### src/rtl/bin_to_bcd_seq.sv
// bin_to_bcd_seq: sequential shift-and-add-3 binary to 4-digit BCD converter with saturation and leading-zero mask
// Ports:
//   clk_i   rising-edge clock
//   rst_i   asynchronous active-low reset
//   start_i conversion request, sampled only in IDLE
//   data_i  N-bit unsigned value, captured when start is accepted
//   bcd_o   packed result {thousands, hundreds, tens, units}
//   lead_o  leading-zero mask, bit i set when digit i is a leading zero
//   busy_o  high while a conversion is in progress
//   done_o  one-cycle pulse when the result outputs update
//   ovf_o   last converted value exceeded 9999
module bin_to_bcd_seq #(
  parameter int N = 16
) (
  input  logic         clk_i,
  input  logic         rst_i,
  input  logic         start_i,
  input  logic [N-1:0] data_i,
  output logic [15:0]  bcd_o,
  output logic [3:0]   lead_o,
  output logic         busy_o,
  output logic         done_o,
  output logic         ovf_o
);
  localparam int CW = $clog2(N + 1);
  typedef enum logic [1:0] {IDLE, CONV, DONE} state_t;
  state_t state, state_nxt;
  logic [N-1:0] sr;
  logic [19:0] acc, adj;
  logic [CW-1:0] cnt;
  logic [15:0] bcd_nxt;
  logic [3:0] lead_nxt;
  logic ovf_nxt;
  for (genvar g = 0; g < 5; g++) begin : g_adj
    assign adj[4*g +: 4] = acc[4*g +: 4] >= 4'd5 ? acc[4*g +: 4] + 4'd3 : acc[4*g +: 4];
  end
  always_ff @(posedge clk_i or negedge rst_i)
    if (!rst_i) state <= IDLE;
    else state <= state_nxt;
  always_comb begin
    state_nxt = state == IDLE ? (start_i ? CONV : IDLE) :
                state == CONV ? (cnt == CW'(N - 1) ? DONE : CONV) : IDLE;
    // a nonzero fifth digit means the value exceeded 9999
    ovf_nxt = |acc[19:16];
    bcd_nxt = ovf_nxt ? 16'h9999 : acc[15:0];
    lead_nxt[3] = bcd_nxt[15:12] == 4'd0;
    lead_nxt[2] = lead_nxt[3] && bcd_nxt[11:8] == 4'd0;
    lead_nxt[1] = lead_nxt[2] && bcd_nxt[7:4] == 4'd0;
    lead_nxt[0] = 1'b0;
  end
  assign busy_o = state != IDLE;
  always_ff @(posedge clk_i or negedge rst_i)
    if (!rst_i) begin
      sr     <= '0;
      acc    <= '0;
      cnt    <= '0;
      bcd_o  <= 16'h0000;
      lead_o <= 4'b1110;
      ovf_o  <= 1'b0;
      done_o <= 1'b0;
    end else begin
      done_o <= state == DONE;
      if (state == IDLE && start_i) begin
        sr  <= data_i;
        acc <= '0;
        cnt <= '0;
      end
      if (state == CONV) begin
        {acc, sr} <= {adj[18:0], sr, 1'b0};
        cnt       <= cnt + CW'(1);
      end
      if (state == DONE) begin
        bcd_o  <= bcd_nxt;
        lead_o <= lead_nxt;
        ovf_o  <= ovf_nxt;
      end
    end
endmodule

### config.mk
export PLATFORM = sky130hd
export DESIGN_NAME = bin_to_bcd_seq
export DESIGN_NICKNAME = d
export VERILOG_FILES = /design/src/rtl/bin_to_bcd_seq.sv
export SDC_FILE = /design/constraint.sdc
export NUM_CORES = 1
export LEC_CHECK = 0
export CORE_MARGIN = 5
export CORE_UTILIZATION = 38
export DETAILED_ROUTE_END_ITERATION = 10
export GPL_ROUTABILITY_DRIVEN = 0
export MAX_ROUTING_LAYER = met4
export PLACE_DENSITY = 0.72
export SKIP_LAST_GASP = 1
export SYNTH_ARGS = -nofsm -noshare
export SYNTH_HDL_FRONTEND = slang
export SYNTH_SLANG_ARGS = --single-unit
### constraint.sdc
create_clock -name clk_i -period 1.6 [get_ports clk_i]
set_input_delay 0.48 -clock clk_i [delete_from_list [all_inputs] [get_ports clk_i]]
set_output_delay 0.48 -clock clk_i [all_outputs]
set_load 0.005 [all_outputs]
# After elaboration in Yosys (flattened, before gate mapping)
# Index checks and enable logic that the tools add are counted.
totals:
  output_inout_bits: 23
  word_cells: 48
  reg_bits: 64
op_classes:
  n_eq_ne: 3
  n_mux: 16
  order_cmp: 5
  add_sub_neg: 6
  reduce_logical: 10
ops:
  columns: ["cell", "count"]
  rows:
  - ["$mux 16", 3]
  - ["$mux 20", 2]
  - ["$ge 4x3->1 const B", 5]
  - ["$add 4x2->4 const B", 4]
  - ["$mux 4", 4]
  - ["$logic_not 4->1", 3]
  - ["$mux 5", 2]
  - ["$mux 2", 3]
  - ["$add 5x1->5 const B", 1]
  - ["$eq 5x4->1 const B", 1]
  - ["$reduce_bool 2->1", 2]
  - ["$reduce_or 4->1", 1]
  - ["$add 3x2->3 const B", 1]
  - ["$logic_and 1x1->1", 3]
  - ["$mux 3", 1]
  - ["$eq 2x1->1 const B", 1]
  - ["$eq 2x2->1 const B", 1]
  - ["$logic_not 2->1", 1]
  - ["$mux 1", 1]

# Longest topological paths before layout
depth:
  depth_word: 5
  depth_mapped: 6
  depth_no_buf: 6

# Least setup slack after synthesis
# OpenSTA, ideal clock, no wires.
synth_path:
  kind: "register to register"
  from: "reg acc[0]"
  to: "reg acc[2]"
  synth_period_minus_slack_ps: 1516
  path_stages_with_launch: 7
  arrival_ps: 1434
  setup_slack_ps: 84
  t_required_ps: 1517
  setup_time_ps: 83
  path_cell_list: "dfrtp_1 > inv_1 > ha_1 > nand2b_1 > a21oi_1 > mux2_2 > o21ai_0"
synth_between:
  elab_chain_len: 3
  word_cells_on_any_way: 4
  classes_between: "1 x add/sub; 1 x order compare; 2 x mux"
synth_rtl:
  columns: ["item", "line_no", "source"]
  rows:
  - ["from (decl)", "29", "logic [19:0] acc, adj;"]
  - ["from (signal assigned)", "69", "{acc, sr} <= {adj[18:0], sr, 1'b0};"]
  - ["$add 4x2->4 or $ge 4x3->1 (tied branches)", "35", "assign adj[4*g +: 4] = acc[4*g +: 4] >= 4'd5 ? acc[4*g +: 4] + 4'd3 : acc[4*g +: 4];"]
  - ["$mux 4 *", "35", null]
  - ["$mux 20 *", "68", "if (state == CONV) begin"]
# Mark *: on every way between the ends. The rest lies on a longest branch, timed or not.
# A chain may end at the register's enable or synchronous reset.

# Worst setup path after layout
layout_path:
  from: "reg state[0]"
  to: "out busy_o"
layout_between:
  elab_chain_len: 1
layout_rtl:
  columns: ["item", "line_no", "source"]
  rows:
  - ["from (decl)", "27", "state_t state, state_nxt;"]
  - ["from (signal assigned)", "39", "else state <= state_nxt;"]
  - ["$reduce_bool 2->1", "51", "assign busy_o = state != IDLE;"]
  - ["to (decl)", "21", "output logic busy_o,"]
# Every way passes these cells.

==> reports/summary.txt <==
Vias/cell - 5.040
Req. time, crit path - 1.12 ns
Layout Skew - 0.008221 ns
Root buffer cell - clkbuf_8
Synthesized Nets - 304
Area of the mapped netlist - 2920 um2
Post-Layout Cell Count - 450
Pwr Density - 2036 nW/um2
Worst skew pair latency - 0.34 ns
Largest net degree at the start of global routing - 44
# DRC - 0
Via count - 2,268
CORE AREA - 7607 um2
Register area share after synthesis - 54.97%
Syn Inst Count - 272
Synth Area per Inst - 10.74 um2
GRT Util Overall - 13.97%
Most frequent cells in the layout - 61 x dfrtp_1, 37 x nand2_1, 32 x buf_4
Worst Setup Path Type - flip-flop to output pin
Detail Route Antenna Nets - 0
Ant. Diodes - 0
Post-CTS Hold Fix Bufs - 0
Number of synthesized flops with an enable pin - 0
Top FF cell, synth - dfrtp_1
H-tree depth - 3
Total gr overflow - 0
VDD IR max - 984.4 uV
Yosys top cell by area - dfrtp_1
Worst Hold Class - input port to async pin
CTS tree - yes
Ranking of synthesized cells by area - dfrtp_1 52%, ha_1 5.6%, nand2_1 4.9%
Nets - 375
DIE WIDTH - 97.67 um
RSZ-0062 raised after global routing - true
Final Hold Vio Count - 0
Port-buffer cells - 40
WP data arrival - 1.12 ns
Yosys top cell area share - 52.27%
Seq cells post-synth - 64
CTS Sinks - 64
Startpoint types - flip-flop
Worst Reg2Reg Path Length in Cells - 6
Status - complete, no violations
Global-route wire length before repair - 10,520 um
Max Clock Freq - 0.6251 GHz
Vias in the first global route - 2,284
Initial core utilization - 38.39%
P&R area growth vs syn - 33.46%
YS warnings - 0
Ports - 42
First-pass iteration count of the detailed router - 4
Final period util - 99.99%
Chip Height - 97.67 um
DP HPWL - 4458 um
Die area - 9538 um2
Most common cell after layout, fill and taps aside - dfrtp_1
Crit-path max cell delay - 0.37 ns
Initial antenna violation count - 0
Post-Route WL - 6290 um
Longest Clk Path Bufs - 2
Clock transition at path regs - 0.07 ns
Placed cell count - 425
Post-DR wirelength/cell - 13.98 um
Number of max-cap violations - 0
Netlist cell types - 38
Iteration-0 DRC Markers - 90
CTS Buf Count - 9
Worst Path Max Fanout - 2
Leakage - 1.800 nW
Final Core Density - 51.23%
Critical path cell sequence - or2_2, clkbuf_2
Synth async-reset ratio - 100.0%
Fraction of layout cells with a size suffix above 1 - 20.98%
Crit end category - output pin
Min cycle time layout - 1.600 ns
Max-slew violations - 0
Setup violators final - 0
Critical path's slowest cell - dfrtp_1
# rows - 32
==> worst max-delay path, delay by kind of cell, from the launching register on <==
family	cells	cell delay [ns]
DFF	1	0.37
and+or+nand+nor	1	0.30
buffers and inverters	1	0.11
==> cell type report <==
class                           count  area [um2]
Multi-Input combinational cell    182        1232
Fill cell                         705        3710
Timing Repair Buffer               74       643.1
Inverter                           12       45.04
Clock buffer                        9       123.9
Sequential cell                    64        1605
Clock inverter                      7       120.1
Tap cell                          102       127.6
==> final timing paths <==
kind | startpoint | endpoint | slack [ns]
worst max-delay path | state[0]$_DFF_PN0_ | busy_o | 0.0001
worst min-delay path | rst_i | bcd_o[12]$_DFFE_PN0P_ | 0.12
worst max register to register | acc[1]$_DFFE_PN0P_ | acc[2]$_DFFE_PN0P_ | 0.07
worst min register to register | lead_o[2]$_DFFE_PN1P_ | lead_o[2]$_DFFE_PN1P_ | 0.46
max in group asynchronous | rst_i | sr[2]$_DFFE_PN0P_ | 1.21
min in group clk_i | lead_o[2]$_DFFE_PN1P_ | lead_o[2]$_DFFE_PN1P_ | 0.46
==> synth_stat cells (all sizes together), types with 6 or more instances <==
cell type,n
a22oi,10
ha,13
nand2,39
nand2b,7
a21oi,9
inv,12
o21ai,16
a22o,8
dfrtp,61
o22ai,10
nor2,18
o31ai,6
buf,13
==> per-stage QoR <==
stage          setup TNS [ns]  power [mW]  hold WS (ns)  setup slack, ns  area, um2
2_1_floorplan               0       4.931        0.1844          0.08352       2920
4_1_cts               -0.1738       7.891        0.1235          -0.1738       3864
5_1_grt              -0.04411       8.559        0.1270         -0.04411       3897
3_5_place_dp           -8.251       6.183        0.4493          -0.3003       3576
6_report                    0       7.935        0.1179        0.0001424       3897
3_3_place_gp           -7.106       6.022        0.4467          -0.2648       3576
==> registers in the layout, summed over array words and instances, names as in the netlist <==
register	flops
acc	20
bcd_o	16
cnt	5
done_o	1
lead_o	3
ovf_o	1
sr	16
state	2
==> routing by layer <==
metal  vias to the layer above  wire [um]  part of all wire [%]  GRT usage [%]
met5                         -          0                     0              -
met4                         0         37                  0.59          3.195
met3                         7        384                   6.1          5.312
met2                        68       2985                    47          21.72
met1                      1088       2882                    46          17.38
li1                       1105          -                     -              -
==> where the power goes <==
part | switching [mW] | total, mW | internal (mW)
Clock | 0.649 | 1.69 | 1.04
Sequential | 0.530 | 2.83 | 2.30
Combinational | 1.68 | 3.42 | 1.74
==> cells by family (layout without fill, tap and decap cells) <==
logic type                 Yosys count  count (layout)  synth area share, %
xor gates and xnor gates             9               9                2.699
other                                1               1               0.1284
adders and majority gates           13              13                5.570
buffers and inverters               26             102                4.370
DFF                                 64              64                54.97
muxes                                5               5                1.757
AOI/OAI and AO/OA                   72              72                17.05
and+or+nand+nor                     82              82                13.45
==> repair_timing <==
action / in CTS / in global routing
buffers inserted: 9 / 0
setup endpoints to repair: 23 / 14
pin swaps: 0 / 0
resized for setup: 23 / 17
No activity file was read; power rests on OpenSTA's default activity.
